### src/rtl/config_frame_loader_pkg.sv
// Shared types and constants for the configuration frame loader.
// Holds the frame FSM state encoding, the default sync word and the arbitration modes.
package config_pkg;

  typedef enum logic [1:0] {
    IDLE = 2'd0,
    ADDR = 2'd1,
    DATA = 2'd2
  } state_t;

  localparam logic [31:0] DEFAULT_SYNC_WORD = 32'hFAB0_FAB1;

  localparam int PRIO_FIXED = 0;
  localparam int PRIO_LOCK  = 1;

  // Index of the highest set bit, or 0 when no bit is set.
  function automatic logic [4:0] highest_active(input logic [31:0] active);
    logic [4:0] idx;
    idx = 5'd0;
    for (int i = 0; i < 32; i++) begin
      if (active[i]) begin
        idx = 5'(i);
      end
    end
    return idx;
  endfunction

endpackage

### src/rtl/config_frame_loader_if.sv
// Bundle of the per-source configuration write ports.
// The bench drives the master side; the loader consumes the slave side.
interface config_frame_loader_if #(
  parameter int NUM_SOURCES = 3
);
  logic [NUM_SOURCES*32-1:0] SrcData;
  logic [NUM_SOURCES-1:0]    SrcStrobe;
  logic [NUM_SOURCES-1:0]    SrcActive;

  modport master (output SrcData, output SrcStrobe, output SrcActive);
  modport slave  (input  SrcData, input  SrcStrobe, input  SrcActive);
endinterface

### src/rtl/config_frame_loader_source_arbiter.sv
// Source arbiter: registered grant plus a zero-latency data/strobe mux on that grant.
// grant_changed is high in the cycle whose edge loads a different grant.
module config_source_arbiter
  import config_pkg::*;
#(
  parameter int NUM_SOURCES   = 3,
  parameter int PRIORITY_MODE = PRIO_FIXED,
  parameter int GW            = $clog2(NUM_SOURCES)
) (
  input  logic                      CLK,
  input  logic                      reset,
  input  logic [NUM_SOURCES*32-1:0] src_data,
  input  logic [NUM_SOURCES-1:0]    src_strobe,
  input  logic [NUM_SOURCES-1:0]    src_active,
  output logic [GW-1:0]             grant,
  output logic                      grant_changed,
  output logic [31:0]               write_data,
  output logic                      write_strobe
);

  logic [GW-1:0] grant_r;
  logic [GW-1:0] next_grant_s;

  // Lock mode keeps the current owner while it stays active.
  always_comb begin
    next_grant_s = GW'(highest_active(32'(src_active)));
    if ((PRIORITY_MODE == PRIO_LOCK) && src_active[grant_r]) begin
      next_grant_s = grant_r;
    end else begin
      next_grant_s = GW'(highest_active(32'(src_active)));
    end
  end

  // Grant register, reloaded every cycle.
  always_ff @(posedge CLK or posedge reset) begin
    if (reset) begin
      grant_r <= {GW{1'b0}};
    end else begin
      grant_r <= next_grant_s;
    end
  end

  // Output mux follows the registered grant only.
  always_comb begin
    write_data    = src_data[32*grant_r +: 32];
    write_strobe  = src_strobe[grant_r];
    grant_changed = (next_grant_s != grant_r);
  end

  assign grant = grant_r;

endmodule

### src/rtl/config_frame_loader.sv
// Multi-source configuration loader: arbitrates write ports and decodes the granted
// word stream into frame address, row select and long-frame strobe for the fabric.
module config_frame_loader
  import config_pkg::*;
#(
  parameter int          NUM_SOURCES     = 3,
  parameter int          NumberOfRows    = 20,
  parameter int          RowSelectWidth  = 5,
  parameter int          FrameBitsPerRow = 32,
  parameter int          desync_flag     = 20,
  parameter logic [31:0] SYNC_WORD       = DEFAULT_SYNC_WORD,
  parameter int          PRIORITY_MODE   = PRIO_FIXED
) (
  input  logic                             CLK,
  input  logic                             reset,
  config_frame_loader_if.slave             src,
  output logic [31:0]                      ConfigWriteData,
  output logic                             ConfigWriteStrobe,
  output logic [FrameBitsPerRow-1:0]       FrameAddressRegister,
  output logic                             LongFrameStrobe,
  output logic [RowSelectWidth-1:0]        RowSelect,
  output logic [$clog2(NUM_SOURCES)-1:0]   ActiveSource,
  output logic                             Busy,
  output logic [15:0]                      FrameCount,
  output logic                             AbortFlag
);

  localparam logic [RowSelectWidth-1:0] ROW_NONE  = {RowSelectWidth{1'b1}};
  localparam logic [RowSelectWidth-1:0] ROW_FIRST = RowSelectWidth'(NumberOfRows - 1);

  state_t state_r;
  logic   grant_changed_s;

  config_source_arbiter #(
    .NUM_SOURCES   (NUM_SOURCES),
    .PRIORITY_MODE (PRIORITY_MODE),
    .GW            ($clog2(NUM_SOURCES))
  ) u_arbiter (
    .CLK           (CLK),
    .reset         (reset),
    .src_data      (src.SrcData),
    .src_strobe    (src.SrcStrobe),
    .src_active    (src.SrcActive),
    .grant         (ActiveSource),
    .grant_changed (grant_changed_s),
    .write_data    (ConfigWriteData),
    .write_strobe  (ConfigWriteStrobe)
  );

  // Frame sequencing, counters and status flags; a grant change overrides any strobe.
  always_ff @(posedge CLK or posedge reset) begin
    if (reset) begin
      state_r              <= IDLE;
      FrameAddressRegister <= {FrameBitsPerRow{1'b0}};
      RowSelect            <= ROW_NONE;
      LongFrameStrobe      <= 1'b0;
      Busy                 <= 1'b0;
      FrameCount           <= 16'd0;
      AbortFlag            <= 1'b0;
    end else begin
      LongFrameStrobe <= 1'b0;
      if (grant_changed_s) begin
        if (state_r != IDLE) begin
          AbortFlag <= 1'b1;
        end
        state_r   <= IDLE;
        RowSelect <= ROW_NONE;
        Busy      <= 1'b0;
      end else if (ConfigWriteStrobe) begin
        case (state_r)
          IDLE: begin
            if (ConfigWriteData == SYNC_WORD) begin
              state_r   <= ADDR;
              Busy      <= 1'b1;
              AbortFlag <= 1'b0;
            end
          end
          ADDR: begin
            if (ConfigWriteData[desync_flag]) begin
              state_r <= IDLE;
              Busy    <= 1'b0;
            end else begin
              state_r              <= DATA;
              FrameAddressRegister <= ConfigWriteData[FrameBitsPerRow-1:0];
              RowSelect            <= ROW_FIRST;
            end
          end
          DATA: begin
            if (RowSelect != {RowSelectWidth{1'b0}}) begin
              RowSelect <= RowSelect - RowSelectWidth'(1);
            end else begin
              // Last row: back to ADDR so a multi-frame session needs no new sync.
              RowSelect       <= ROW_NONE;
              LongFrameStrobe <= 1'b1;
              FrameCount      <= FrameCount + 16'd1;
              state_r         <= ADDR;
            end
          end
          default: begin
            state_r   <= IDLE;
            RowSelect <= ROW_NONE;
            Busy      <= 1'b0;
          end
        endcase
      end
    end
  end

endmodule

### src/flat_wrapper.sv
// flat-port wrapper written by rule: the top's interface ports become plain ports
module config_frame_loader_flat import config_pkg::*;
#(
  parameter int          NUM_SOURCES     = 3,
  parameter int          NumberOfRows    = 20,
  parameter int          RowSelectWidth  = 5,
  parameter int          FrameBitsPerRow = 32,
  parameter int          desync_flag     = 20,
  parameter logic [31:0] SYNC_WORD       = DEFAULT_SYNC_WORD,
  parameter int          PRIORITY_MODE   = PRIO_FIXED
)
  (CLK, reset, ConfigWriteData, ConfigWriteStrobe, FrameAddressRegister, LongFrameStrobe, RowSelect, ActiveSource, Busy, FrameCount, AbortFlag, src_SrcData, src_SrcStrobe, src_SrcActive);
  config_frame_loader_if #(.NUM_SOURCES(NUM_SOURCES)) src_i ();
  input  logic CLK;
  input  logic reset;
  output logic [31:0] ConfigWriteData;
  output logic ConfigWriteStrobe;
  output logic [FrameBitsPerRow-1:0] FrameAddressRegister;
  output logic LongFrameStrobe;
  output logic [RowSelectWidth-1:0] RowSelect;
  output logic [$clog2(NUM_SOURCES)-1:0] ActiveSource;
  output logic Busy;
  output logic [15:0] FrameCount;
  output logic AbortFlag;
  input wire logic [$bits(src_i.SrcData)-1:0] src_SrcData;
  input wire logic [$bits(src_i.SrcStrobe)-1:0] src_SrcStrobe;
  input wire logic [$bits(src_i.SrcActive)-1:0] src_SrcActive;
  assign src_i.SrcData = src_SrcData;
  assign src_i.SrcStrobe = src_SrcStrobe;
  assign src_i.SrcActive = src_SrcActive;
  config_frame_loader #(.NUM_SOURCES(NUM_SOURCES), .NumberOfRows(NumberOfRows), .RowSelectWidth(RowSelectWidth), .FrameBitsPerRow(FrameBitsPerRow), .desync_flag(desync_flag), .SYNC_WORD(SYNC_WORD), .PRIORITY_MODE(PRIORITY_MODE)) u_core (.CLK(CLK), .reset(reset), .src(src_i), .ConfigWriteData(ConfigWriteData), .ConfigWriteStrobe(ConfigWriteStrobe), .FrameAddressRegister(FrameAddressRegister), .LongFrameStrobe(LongFrameStrobe), .RowSelect(RowSelect), .ActiveSource(ActiveSource), .Busy(Busy), .FrameCount(FrameCount), .AbortFlag(AbortFlag));
endmodule
### config.mk
export PLATFORM = sky130hd
export DESIGN_NAME = config_frame_loader_flat
export DESIGN_NICKNAME = d
export VERILOG_FILES = /design/src/rtl/config_frame_loader_pkg.sv /design/src/rtl/config_frame_loader_if.sv /design/src/rtl/config_frame_loader_source_arbiter.sv /design/src/rtl/config_frame_loader.sv /design/src/flat_wrapper.sv
export SDC_FILE = /design/constraint.sdc
export NUM_CORES = 1
export LEC_CHECK = 0
export ABC_AREA = 0
export CORE_ASPECT_RATIO = 1.75
export CORE_MARGIN = 5
export CORE_UTILIZATION = 50
export CTS_BUF_LIST = sky130_fd_sc_hd__clkbuf_2
export DETAILED_ROUTE_END_ITERATION = 10
export DONT_BUFFER_PORTS = 1
export SLEW_MARGIN = 5
export SYNTH_ARGS = -nofsm -noshare
export SYNTH_HDL_FRONTEND = slang
export SYNTH_HIERARCHICAL = 1
export SYNTH_SLANG_ARGS = --single-unit
### constraint.sdc
create_clock -name CLK -period 5 [get_ports CLK]
set_clock_uncertainty 0.15 [all_clocks]
set_input_delay 1 -clock CLK [delete_from_list [all_inputs] [get_ports CLK]]
set_output_delay 1 -clock CLK [all_outputs]
set_load 0.05 [all_outputs]
### Word level (Yosys, flattened, before mapping)

Cells that the tools add are included.
W data, S select, Z words.

| storage, ports and cells | value |
|---|---|
| logic and storage cells | 67 |
| input port bits | 104 |
| output and inout bits | 91 |
| register bits after elaboration | 59 |

| operators by class | value |
|---|---|
| bitwise operators | 3 |
| $add $sub $neg | 2 |
| order comparisons | 1 |
| shift operators | 1 |
| reduce and logical (&&, ||, !) cells | 12 |
| mux-type cells | 29 |
| equal/unequal tests | 11 |

Operators with widths:

| cell | count |
|---|---|
| $shiftx A96 B8 Y32 | 1 |
| $eq A32 B32 Y1 const B | 1 |
| $mux W5 | 4 |
| $add A16 B1 Y16 const B | 1 |
| $reduce_and A4 Y1 | 4 |
| $mux W1 | 15 |
| $pmux W5 S3 | 1 |
| $mux W2 | 6 |
| $reduce_bool A2 Y1 | 4 |
| $ne A3 B1 Y1 const B | 2 |
| $pmux W2 S3 | 1 |
| $reduce_and A3 Y1 | 2 |
| $reduce_bool A5 Y1 | 1 |
| $sub A5 B1 Y5 const B | 1 |
| $ne A2 B1 Y1 const B | 2 |
| $lt A2 B3 Y1 const B | 1 |
| $ne A3 B2 Y1 const B | 1 |
| $ne A3 B3 Y1 const B | 1 |
| $not A1 Y1 | 3 |
| $pmux W1 S3 | 1 |
| $bmux W1 S2 | 1 |
| $eq A2 B1 Y1 const B | 1 |
| $eq A2 B2 Y1 const B | 1 |
| $logic_not A2 Y1 | 1 |
| 2 further kinds | 2 |

### Logic depth before layout (Yosys ltp)

Gate-level depths: netlist of the first run.

| depth | value |
|---|---|
| depth in word-level cells | 6 |
| depth in mapped cells | 11 |
| gate-level depth less buffers | 8 |

### Modules after synthesis

The synthesis of the first run kept the hierarchy.

By module, submodules not included:

| module | cells each | seq. area each (um^2) | times used | area an instance (um^2) |
|---|---|---|---|---|
| config_frame_loader | 209 | 1,432.6 | 1 | 2,585.0 |
| config_source_arbiter | 86 | 50.0 | 1 | 892.1 |

### Worst setup path before layout of the first run

Ideal clock, no wire load.

| path | value |
|---|---|
| path kind | reg2reg |
| from | register u_core.u_arbiter.grant_r[1] (netlist: u_core/u_arbiter/grant[1]) |
| to | register u_core.Busy |
| setup time | 0.125 ns |
| setup slack | 1.262 ns |
| clock period less this slack | 3.738 ns |
| stages on the path, launching flop included | 10 |
| data arrival time | 3.463 ns |
| buffers on the path | 2 |
| required time | 4.725 ns |
| path through | dfrtp_1 -> buf_6 -> buf_6 -> mux2i_1 -> o2bb2ai_1 -> or4bb_1 -> nor4_1 -> a41o_1 -> a41oi_1 -> mux2_2 |

| on the way | value |
|---|---|
| longest elaborated chain between the ends | 4 |
| elaborated cells between the ends (all ways) | 11 |
| classes of those cells | eq/ne: 5; shift: 1; mux: 3; reduce/logical: 2 |

Ends and longest elaborated chain:

| element | line | source |
|---|---|---|
| start, declared | config_frame_loader_source_arbiter.sv:21 | `logic [GW-1:0] grant_r;` |
| start signal, assigned | config_frame_loader_source_arbiter.sv:37 | `grant_r <= {GW{1'b0}};` |
| start signal, assigned | config_frame_loader_source_arbiter.sv:39 | `grant_r <= next_grant_s;` |
| $shiftx A96 B8 Y32 | config_frame_loader_source_arbiter.sv:45 | `write_data = src_data[32*grant_r +: 32];` |
| via ConfigWriteData[23] | flat_wrapper.sv:16 | `output logic [31:0] ConfigWriteData;` |
| $eq A32 B32 Y1 | config_frame_loader.sv:72 | `if (ConfigWriteData == SYNC_WORD) begin` |
| $ne A3 B1 Y1 (no line) | n/a |  |
| $reduce_and A4 Y1 (no line) | n/a |  |
| end signal, assigned | config_frame_loader.sv:68 | `Busy <= 1'b0;` |
| end signal, assigned | config_frame_loader.sv:74 | `Busy <= 1'b1;` |
| end signal, assigned | config_frame_loader.sv:81 | `Busy <= 1'b0;` |
| end, declared | config_frame_loader.sv:23 | `output logic Busy,` |

The timed path passes the listed nets, and every way through them passes these cells. The select of a mux whose other input is x is not followed.
A chain may end at the register's enable or synchronous reset.

### Final worst setup path of the first run

| path | value |
|---|---|
| from | register u_core.u_arbiter.grant_r[1] (netlist: u_core/u_arbiter/grant[1]) |
| to | register u_core.state_r[0] |

| on the way | value |
|---|---|
| longest elaborated chain between the ends | 4 |
| elaborated cells between the ends (all ways) | 10 |
| classes of those cells | eq/ne: 4; shift: 1; mux: 3; reduce/logical: 2 |

Ends and longest elaborated chain:

| element | line | source |
|---|---|---|
| $shiftx A96 B8 Y32 | config_frame_loader_source_arbiter.sv:45 |  |
| via ConfigWriteData[22] | flat_wrapper.sv:16 |  |
| $eq A32 B32 Y1 | config_frame_loader.sv:72 |  |
| $ne A3 B1 Y1 (no line) | n/a |  |
| $reduce_and A3 Y1 (no line) | n/a |  |
| end signal, assigned | config_frame_loader.sv:73 | `state_r <= ADDR;` |
| end signal, assigned | config_frame_loader.sv:80 | `state_r <= IDLE;` |
| end signal, assigned | config_frame_loader.sv:83 | `state_r <= DATA;` |
| end, declared | config_frame_loader.sv:31 | `state_t state_r;` |

The timed path passes the listed nets, and every way through them passes these cells. The select of a mux whose other input is x is not followed.

==> impl_metrics.csv, run 1 <==
group,metric,value,unit
worst_setup_path,crit_path_max_incr_delay,0.67,ns
global_route,grt_max_degree,51,
logic_synthesis,synth.area.top_cells,"dfrtp_1 (39%), mux2_2 (11%), mux2i_1 (9.5%), o2bb2ai_1 (5.8%), o2bb2ai_2 (4.3%)",
sta,layout_min_cycle_time,3.995,ns
logic_synthesis,synth.net_count,406,
worst_setup_path,path_cells,"buf_4 > mux2i_1 > o2bb2ai_1 > or4bb_1 > nor4_1 > a41o_1 > nand3_1 > o41ai_1",
sta,slew_viol_final,0,
drt,wl_per_cell,22.09,um
worst_setup_path,r2r_cells,8,
logic_synthesis,synth.most_common_cell,"dfrtp_1",
worst_setup_path,critPathRequiredTime,5.22,ns
global_route,grt.overflow.total,0,
logic_synthesis,synth_cells,295,
clock_tree,clockBufferDepth,2,
placed_design,place_inst,383,
global_route,gr-usage-all-layers,0.2025,
logic_synthesis,ys_seq_area_frac,0.4264,
drt,via_count,2445,
status,status,"complete, no violations",
floorplanning,dieArea,8788,um^2
clock_tree,insertion_delay,0.49,ns
placed_design,gp_congestion,0.7379,
global_route,grt_pass1_wl,13.77,mm
logic_synthesis,synth_commonest_cells,"dfrtp_1 (54), mux2_2 (33), mux2i_1 (33), o2bb2ai_1 (23), nand2_1 (19)",
floorplanning,die_w,73.04,um
placed_design,place_ws,1.034,ns
global_route,antenna_found_initial,0,
final_layout,syn_to_final_growth,6.621,%
run,drv_cap,0,
clock_tree,cts_tree,"done",
pwr,irDropWorstVdd,0.1714,mV
drt,drt_first_pass_iters,4,
worst_setup_path,cp_slowest_cell,"dfrtp_2",
worst_setup_path,endpoint_kind,"register",
floorplanning,num_rows,40,
logic_synthesis,synth_edf_count,0,
floorplanning,initial_core_util,0.5108,
sta,max_freq,250.3,MHz
placed_design,io_buffers,0,
logic_synthesis,synthArstFlopShare,1.000,
logic_synthesis,synth.distinct_cells,48,
final_layout,drive_gt1_frac,0.2943,
pwr,power_density,258.3,nW/um^2
logic_synthesis,synth_ff_type,"dfrtp_1",
pwr,p_total,0.9577,mW
sta,setup-tns-final,0,ns
sta,final_hold_viol_count,0,
worst_setup_path,worstSetupPathType,"reg2reg",
sta,rsz0062_at_grt,"no",
worst_setup_path,cp.buffers_inverters,1,
final_layout,postLayoutCoreUtil,0.5447,
sta,worstMarginPinSlew,1.181,ns
clock_tree,cts.sinks,59,
drt,routed_wl,8.837,mm
sta,max_slew_margin,0.2130,
sta,finalCritPeriodShare,0.7990,
drt,ant_nets,0,
floorplanning,pin_count,195,
final_layout,instances_no_fill,400,
final_layout,postLayoutCellArea,3707,um^2
worst_setup_path,timing.rr.start,"u_core/u_arbiter/grant[1]",
logic_synthesis,synthesis.area,3477,um^2
clock_tree,cts_buffers,9,
final_layout,nets,422,
placed_design,place_area,3615,um^2
drt,drc,0,
clock_tree,cts-htree-levels,3,
drt,routed_via_density,6.113,
worst_setup_path,critPathLaunchType,"register",
sta,setup_viol,0,
worst_setup_path,crit_family,"simple AND/OR/NAND/NOR gates",
floorplanning,core_area,6807,um^2
worst_setup_path,crit_arrival,4.22,ns
hold_path,hp-class,"in2async",
global_route,grt_pass1_vias,2601,
final_layout,num_antenna_cells,0,
clock_tree,path_clk_slew,0.17,ns
floorplanning,die_h,120.3,um
worst_setup_path,crit_fanout,30,
placed_design,post-dp-hpwl,6.921,mm
logic_synthesis,syn_avg_cell_area,11.79,um^2
pwr,p_leak,1.737,nW
sta,setup_slack,1.005,ns
logic_synthesis,yosys.area.top_type,"dfrtp_1",
logic_synthesis,synth.top_cell.area_share,0.3886,
logic_synthesis,ys_warn_count,6,
worst_setup_path,reg2reg_slack,1.01,ns
drt,drt-initial-drc-count,88,
clock_tree,clockRootBuffer,"clkbuf_2",
logic_synthesis,ys_seq_elements,59,
worst_setup_path,rr_endpoint,"u_core/state_r[0]",
sta,fin_hold_ws,0.1010,ns
==> report_power, final <==
part           total, mW  leakage [nW]  internal, mW  switching, mW
clock              0.232        0.0528        0.0621          0.170
combinational      0.217         0.890        0.0541          0.163
sequential         0.509         0.794         0.483         0.0266
==> state kept, by name (all words and copies together), names as in the netlist <==
register / count
u_core/FrameAddressRegister: 31
u_core/FrameCount: 16
u_core/RowSelect: 5
u_core/state_r: 2
u_core/u_arbiter/grant: 2
u_core/AbortFlag: 1
u_core/Busy: 1
u_core/LongFrameStrobe: 1
==> worst reg2reg max path, cell delays in order (launching register included) <==
cell and delay, ns:
dfrtp_2 0.67, buf_4 0.50, mux2i_1 0.26, o2bb2ai_1 0.39
or4bb_1 0.67, nor4_1 0.46, a41o_1 0.31, nand3_1 0.12
o41ai_1 0.35
==> worst max-delay path by stage <==
stage	startpoint	to	slack, ns	cells past startpoint
floorplan	u_core/u_arbiter/grant[1]	u_core/Busy	1.26	9
global placement	u_core/u_arbiter/grant[1]	u_core/Busy	1.08	8
detailed placement	u_core/u_arbiter/grant[1]	u_core/Busy	1.03	8
CTS	u_core/u_arbiter/grant[1]	u_core/state_r[0]	0.99	8
global route	u_core/u_arbiter/grant[0]	u_core/state_r[0]	0.74	8
finish	u_core/u_arbiter/grant[1]	u_core/state_r[0]	1.01	8
==> kinds of logic (layout without fill, tap and decap cells) <==
| logic type | count (synthesis) | after routing | share of synthesized area |
|---|---|---|---|
| buf+inv | 27 | 48 | 0.05002 |
| fa+ha+maj | 7 | 7 | 0.02519 |
| compound gates | 53 | 53 | 0.1389 |
| flops | 59 | 59 | 0.4264 |
| other cells | 1 | 1 | 0.001078 |
| mux | 66 | 66 | 0.2019 |
| simple gates | 66 | 66 | 0.1162 |
| xor+xnor | 16 | 16 | 0.04030 |
==> placed cells by master, fill, tap and decap left out, types with 10 or more instances in the layout <==
cell,count
dfrtp_1,52
mux2i_1,33
xnor2_1,11
o2bb2ai_2,11
buf_4,21
nand2_1,19
o2bb2ai_1,22
mux2_2,33
clkbuf_2,10
nor2_1,10
==> routing by layer <==
metal  GRT usage  wire length, um
met5           0                0
met4      0.1039              266
met3     0.07155             1020
met2      0.3503             4731
met1      0.2078             2818
==> layout make-up <==
cell class | instances | area (um^2)
clock buffer | 10 | 50.05
clock inverter | 6 | 32.53
fill | 638 | 3099
inverter | 10 | 37.54
multi-input combinational | 209 | 1829
sequential | 59 | 1485
tap | 84 | 105.1
timing repair buffer | 22 | 167.7
==> timing repair <==
| action | 4_1_cts | 5_1_grt |
|---|---|---|
| hold buffers | 1 | 0 |
| setup buffers | 0 | 0 |
| hold endpoints to repair | 2 | 0 |
| resized for setup | 0 | 0 |
No activity file was read; power rests on OpenSTA's default activity.
==> run 2: changes to the inputs <==
clock period = 4.1 ns   (was 5 ns; I/O delays follow)
==> run 2 against run 1 <==
Largest cell class unchanged. Critical path type unchanged. Total power is 43% higher. Global-route usage is 0.13 points lower. Sequential power is 21% higher. Critical endpoint unchanged.
==> impl_metrics.csv, run 2 (synthesis gave the netlist of run 1 again) <==
group,metric,value,unit
status,status,"complete, no violations",
global_route,top_usage_layer,"met2",
final_layout,final_common_cell,"dfrtp_1",
sta,slew_viol_final,0,
clock_tree,cts-htree-levels,3,
worst_setup_path,crit_arrival,3.50,ns
final_layout,num_antenna_cells,0,
placed_design,post-dp-hpwl,7.125,mm
clock_tree,path_clk_slew,0.16,ns
placed_design,io_buffers,0,
pwr,p_leak,1.851,nW
sta,worstMarginPinSlew,0.7232,ns
clock_tree,clockRootBuffer,"clkbuf_2",
final_layout,multi_input_area,1829,um^2
floorplanning,core_area,6807,um^2
floorplanning,dieArea,8788,um^2
worst_setup_path,worstSetupPathType,"reg2reg",
pwr,power_density,352.2,nW/um^2
global_route,antenna_found_initial,0,
worst_setup_path,crit_family,"simple AND/OR/NAND/NOR gates",
placed_design,place_inst,397,
drt,wl_per_cell,21.60,um
sta,finalCritPeriodShare,0.7976,
clock_tree,insertion_delay,0.47,ns
final_layout,syn_to_final_growth,12.05,%
worst_setup_path,critPathLaunchType,"register",
worst_setup_path,crit_fanout,36,
sta,final_hold_viol_count,0,
worst_setup_path,critPathRequiredTime,4.33,ns
global_route,met3_usage,0.08735,
final_layout,instances_no_fill,414,
placed_design,place_ws,0.8136,ns
sta,setup_viol,0,
drt,routed_via_density,5.986,
sta,max_freq,305.8,MHz
floorplanning,num_rows,40,
final_layout,fillers,612,
sta,layout_min_cycle_time,3.270,ns
drt,drc,0,
drt,ant_nets,0,
global_route,grt_use_met1,0.2042,
hold_path,hp-class,"in2async",
global_route,grt.overflow.total,0,
final_layout,drive_gt1_frac,0.3273,
worst_setup_path,cp.buffers_inverters,1,
final_layout,postLayoutCellArea,3896,um^2
clock_tree,cts_buffers,9,
global_route,grtUsageMet2,0.3537,
pwr,irDropWorstVdd,0.2158,mV
global_route,grt_pass1_wl,13.63,mm
floorplanning,die_w,73.04,um
clock_tree,clockBufferDepth,2,
worst_setup_path,path_cells,"buf_12 > mux2i_1 > o2bb2ai_2 > or4bb_1 > nor4_1 > a41o_1 > nand3_1 > o41ai_1",
drt,via_count,2478,
worst_setup_path,timing.rr.start,"u_core/u_arbiter/grant[1]",
clock_tree,cts.sinks,59,
sta,rsz0062_at_grt,"no",
final_layout,final_cell_mix,"dfrtp_1 (52), buf_4 (34), mux2_2 (33), mux2i_1 (33), o2bb2ai_1 (22)",
worst_setup_path,crit_start,"u_core/u_arbiter/grant[1]",
final_layout,top_register,"u_core/FrameAddressRegister",
run,drv_cap,0,
placed_design,place_area,3732,um^2
final_layout,seqCellArea,1485,um^2
global_route,gr-usage-all-layers,0.2012,
floorplanning,pin_count,195,
floorplanning,initial_core_util,0.5108,
global_route,grt_pass1_vias,2570,
clock_tree,cts_tree,"done",
final_layout,reg_top3,"u_core/FrameAddressRegister (31), u_core/FrameCount (16), u_core/RowSelect (5)",
sta,setup_slack,0.8299,ns
pwr,p_total,1.372,mW
final_layout,largest_reg_flops,31,
final_layout,nets,436,
floorplanning,die_h,120.3,um
placed_design,gp_congestion,0.7609,
drt,drt_first_pass_iters,5,
worst_setup_path,cp_slowest_cell,"or4bb_1",
global_route,grt_max_degree,37,
sta,setup-tns-final,0,ns
worst_setup_path,crit_path_max_incr_delay,0.59,ns
drt,routed_wl,8.944,mm
clock_tree,post_cts_resized,0,
sta,max_slew_margin,0.5111,
worst_setup_path,endpoint_kind,"register",
drt,drt-initial-drc-count,77,
[run 2: changes by cell type in the layout (fill, tap and decap cells not counted)]
cell,before,now
buf_4,21,34
bufinv_16,0,3
clkinvlp_4,2,0
buf_12,0,1
clkinv_1,2,1
[run 2: final cells by class]
| cell class | instances | area share |
|---|---|---|
| clock buffer | 10 | 0.01285 |
| clock inverter | 6 | 0.02665 |
| inverter | 10 | 0.009634 |
| multi-input combinational | 209 | 0.4695 |
| sequential | 59 | 0.3812 |
| tap | 84 | 0.02697 |
| timing repair buffer | 36 | 0.07322 |
[run 2: what timing repair did]
| item | in CTS | in global routing |
|---|---|---|
| hold endpoints to repair | 2 | 0 |
| setup buffers | 0 | 0 |
| hold buffers | 1 | 0 |
| endpoints found under the setup margin | 0 | 0 |
[run 2: path summary, 6_finish.rpt]
kind | slack [ns] | endpoint | cells past startpoint
setup / recovery | 0.83 | u_core/state_r[0] | 8
hold / removal | 0.1 | u_core/FrameCount[4] | 1
setup reg to reg | 0.83 | u_core/state_r[0] | 8
hold reg to reg | 0.50 | u_core/state_r[0] | 2
max in group asynchronous | 2.88 | u_core/FrameAddressRegister[19] | 2
min in group CLK | 0.20 | u_core/u_arbiter/grant[1] | 0
[run 2: through the flow]
stage / utilization / hold slack [ns]
finish: 0.5724 / 0.09817
global route: 0.5724 / 0.05082
CTS: 0.5724 / 0.05737
detailed placement: 0.5483 / 0.4200
global placement: 0.5483 / 0.4155
floorplan: - / 0.4112
[run 2: per-layer routing]
layer,share of wire,wire length [um]
met5,0,0
met4,0.017,148
met3,0.11,957
met2,0.54,4855
met1,0.33,2983
[run 2: power by group]
| part | switching, mW | total [mW] | internal, mW |
|---|---|---|---|
| Sequential | 0.0257 | 0.615 | 0.589 |
| Clock | 0.205 | 0.467 | 0.262 |
| Combinational | 0.209 | 0.291 | 0.0820 |
| Total | 0.439 | 1.37 | 0.933 |
==> run 3: changes to the inputs <==
PLACE_DENSITY = 0.68   (was not set)
clock period = 2.9 ns   (was 4.1 ns; I/O delays follow)
==> run 3 against run 2 <==
Combinational power rose by 71%. Flip-flop and latch count unchanged. Clock power up 11%. Largest cell class unchanged. Sequential share of layout area fell by 4.9 points. Global-route usage rose by 3.2 points. Fmax rose by 14%. Design area grew 15%. Worst hold slack lost 0.028 ns. Register-to-register slack got worse by 0.80 ns. First-iteration DRC count increased by 19%. Final cell count grew 6.3%. Routed wire length up 15%.
==> impl_metrics.csv, run 3 (synthesis gave the netlist of run 1 again) <==
group,metric,value,unit
final_layout,largest_reg_flops,31,
placed_design,place_ws,-0.04768,ns
drt,drc,0,
clock_tree,cts_tree,"done",
sta,layout_min_cycle_time,2.868,ns
clock_tree,insertion_delay,0.49,ns
sta,slew_viol_final,0,
global_route,grt_pass1_vias,2929,
sta,rsz0062_at_grt,"yes",
clock_tree,cts.sinks,59,
floorplanning,pin_count,195,
final_layout,drive_gt1_frac,0.4522,
global_route,antenna_found_initial,0,
worst_setup_path,crit_path_max_incr_delay,0.57,ns
global_route,grt_max_degree,37,
placed_design,io_buffers,0,
final_layout,fillers,554,
worst_setup_path,timing.rr.start,"u_core/u_arbiter/grant[1]",
sta,max_slew_margin,0.5382,
worst_setup_path,crit_start,"u_core/u_arbiter/grant[1]",
status,status,"complete, no violations",
final_layout,top_register,"u_core/FrameAddressRegister",
floorplanning,num_rows,40,
worst_setup_path,cp_num_cells,8,
placed_design,gp_congestion,0.9076,
drt,routed_wl,10.26,mm
sta,setup_viol,0,
global_route,gr-usage-all-layers,0.2329,
final_layout,nets,462,
worst_setup_path,critPathLaunchType,"register",
final_layout,postLayoutCoreUtil,0.6572,
hold_path,hp-class,"in2reg",
worst_setup_path,endpoint_kind,"register",
placed_design,place_area,4184,um^2
global_route,grt.overflow.total,0,
sta,finalCritPeriodShare,0.9890,
worst_setup_path,cp.buffers_inverters,1,
pwr,irDropWorstVdd,0.3117,mV
clock_tree,clockBufferDepth,2,
drt,wl_per_cell,23.31,um
pwr,power_density,421.6,nW/um^2
sta,setup_slack,0.03203,ns
worst_setup_path,r2r_cells,8,
placed_design,place_inst,414,
placed_design,post-dp-hpwl,7.909,mm
final_layout,multi_input_area,2163,um^2
final_layout,postLayoutCellArea,4473,um^2
clock_tree,cts-htree-levels,3,
worst_setup_path,critPathRequiredTime,3.15,ns
worst_setup_path,reg2reg_slack,0.03,ns
final_layout,seqCellArea,1485,um^2
clock_tree,path_clk_slew,0.17,ns
final_layout,syn_to_final_growth,28.64,%
worst_setup_path,crit_fanout,13,
sta,setup-tns-final,0,ns
worst_setup_path,path_cells,"buf_12 > mux2i_4 > o2bb2ai_4 > or4bb_4 > nor4_4 > a41o_1 > a41oi_1 > mux2_2",
floorplanning,initial_core_util,0.5108,
clock_tree,cts_buffers,9,
final_layout,instances_no_fill,440,
worst_setup_path,rr_endpoint,"u_core/Busy",
floorplanning,die_w,73.04,um
final_layout,reg_top3,"u_core/FrameAddressRegister (31), u_core/FrameCount (16), u_core/RowSelect (5)",
hold_path,hp-start,"src_SrcActive[1]",
floorplanning,die_h,120.3,um
worst_setup_path,crit_family,"simple AND/OR/NAND/NOR gates",
hold_path,worstHoldEndpoint,"u_core/u_arbiter/grant[0]",
final_layout,num_antenna_cells,0,
hold_path,min_path_cells,1,
clock_tree,clockRootBuffer,"clkbuf_2",
pwr,p_leak,2.071,nW
worst_setup_path,worstSetupPathType,"reg2reg",
sta,final_hold_viol_count,0,
worst_setup_path,crit_arrival,3.12,ns
global_route,grt_pass1_wl,15.61,mm
drt,routed_via_density,6.098,
worst_setup_path,cp_slowest_cell,"or4bb_4",
run,drv_cap,0,
drt,ant_nets,0,
sta,worstMarginPinSlew,0.6927,ns
sta,max_freq,348.7,MHz
floorplanning,core_area,6807,um^2
drt,drt_first_pass_iters,4,
drt,via_count,2683,
drt,drt-initial-drc-count,92,
floorplanning,dieArea,8788,um^2
final_layout,final_cell_mix,"buf_4 (52), dfrtp_1 (52), mux2_2 (33), mux2i_1 (27), nand2_1 (19)",
[run 3: how the worst max path moves through the flow]
stage | endpoint | slack, ns
CTS | u_core/Busy | 0.009
floorplan | u_core/Busy | -0.19
global route | u_core/Busy | -0.08
detailed placement | u_core/Busy | -0.05
finish | u_core/Busy | 0.03
global placement | u_core/Busy | -0.01
[run 3: cell type report]
cell class | count | area share
Sequential cell | 59 | 0.3320
Clock inverter | 6 | 0.01483
Multi-Input combinational cell | 209 | 0.4836
Timing Repair Buffer | 62 | 0.1264
Clock buffer | 10 | 0.01119
Inverter | 10 | 0.008392
Tap cell | 84 | 0.02350
[run 3: repair_timing]
| item | in CTS | in global routing |
|---|---|---|
| endpoints found under the hold margin | 56 | 0 |
| hold buffers | 2 | 0 |
| resized for setup | 2 | 8 |
| gates cloned | 1 | 0 |
| setup endpoints to repair | 2 | 5 |
| pin swaps | 1 | 2 |
| buffers inserted | 1 | 6 |
[run 3: power by group]
part	total [mW]	switching (mW)	internal (mW)
Clock	0.518	0.316	0.202
Combinational	0.498	0.327	0.172
Sequential	0.870	0.0371	0.833
Total	1.89	0.680	1.21
[run 3: per-stage QoR]
step / power (mW) / hold slack (ns)
finish: 1.886 / 0.07012
global route: 1.976 / 0.0009323
CTS: 1.905 / 0.01101
detailed placement: 1.361 / 0.1787
global placement: 1.354 / 0.1741
floorplan: 1.244 / 0.1712
[run 3: metal layers]
metal  up-vias  GRT usage  share of wire
met5         -          0              0
met4         0     0.1028          0.023
met3        19    0.08652           0.11
met2       139     0.4081           0.54
met1      1317     0.2391           0.33
li1       1208          -              -
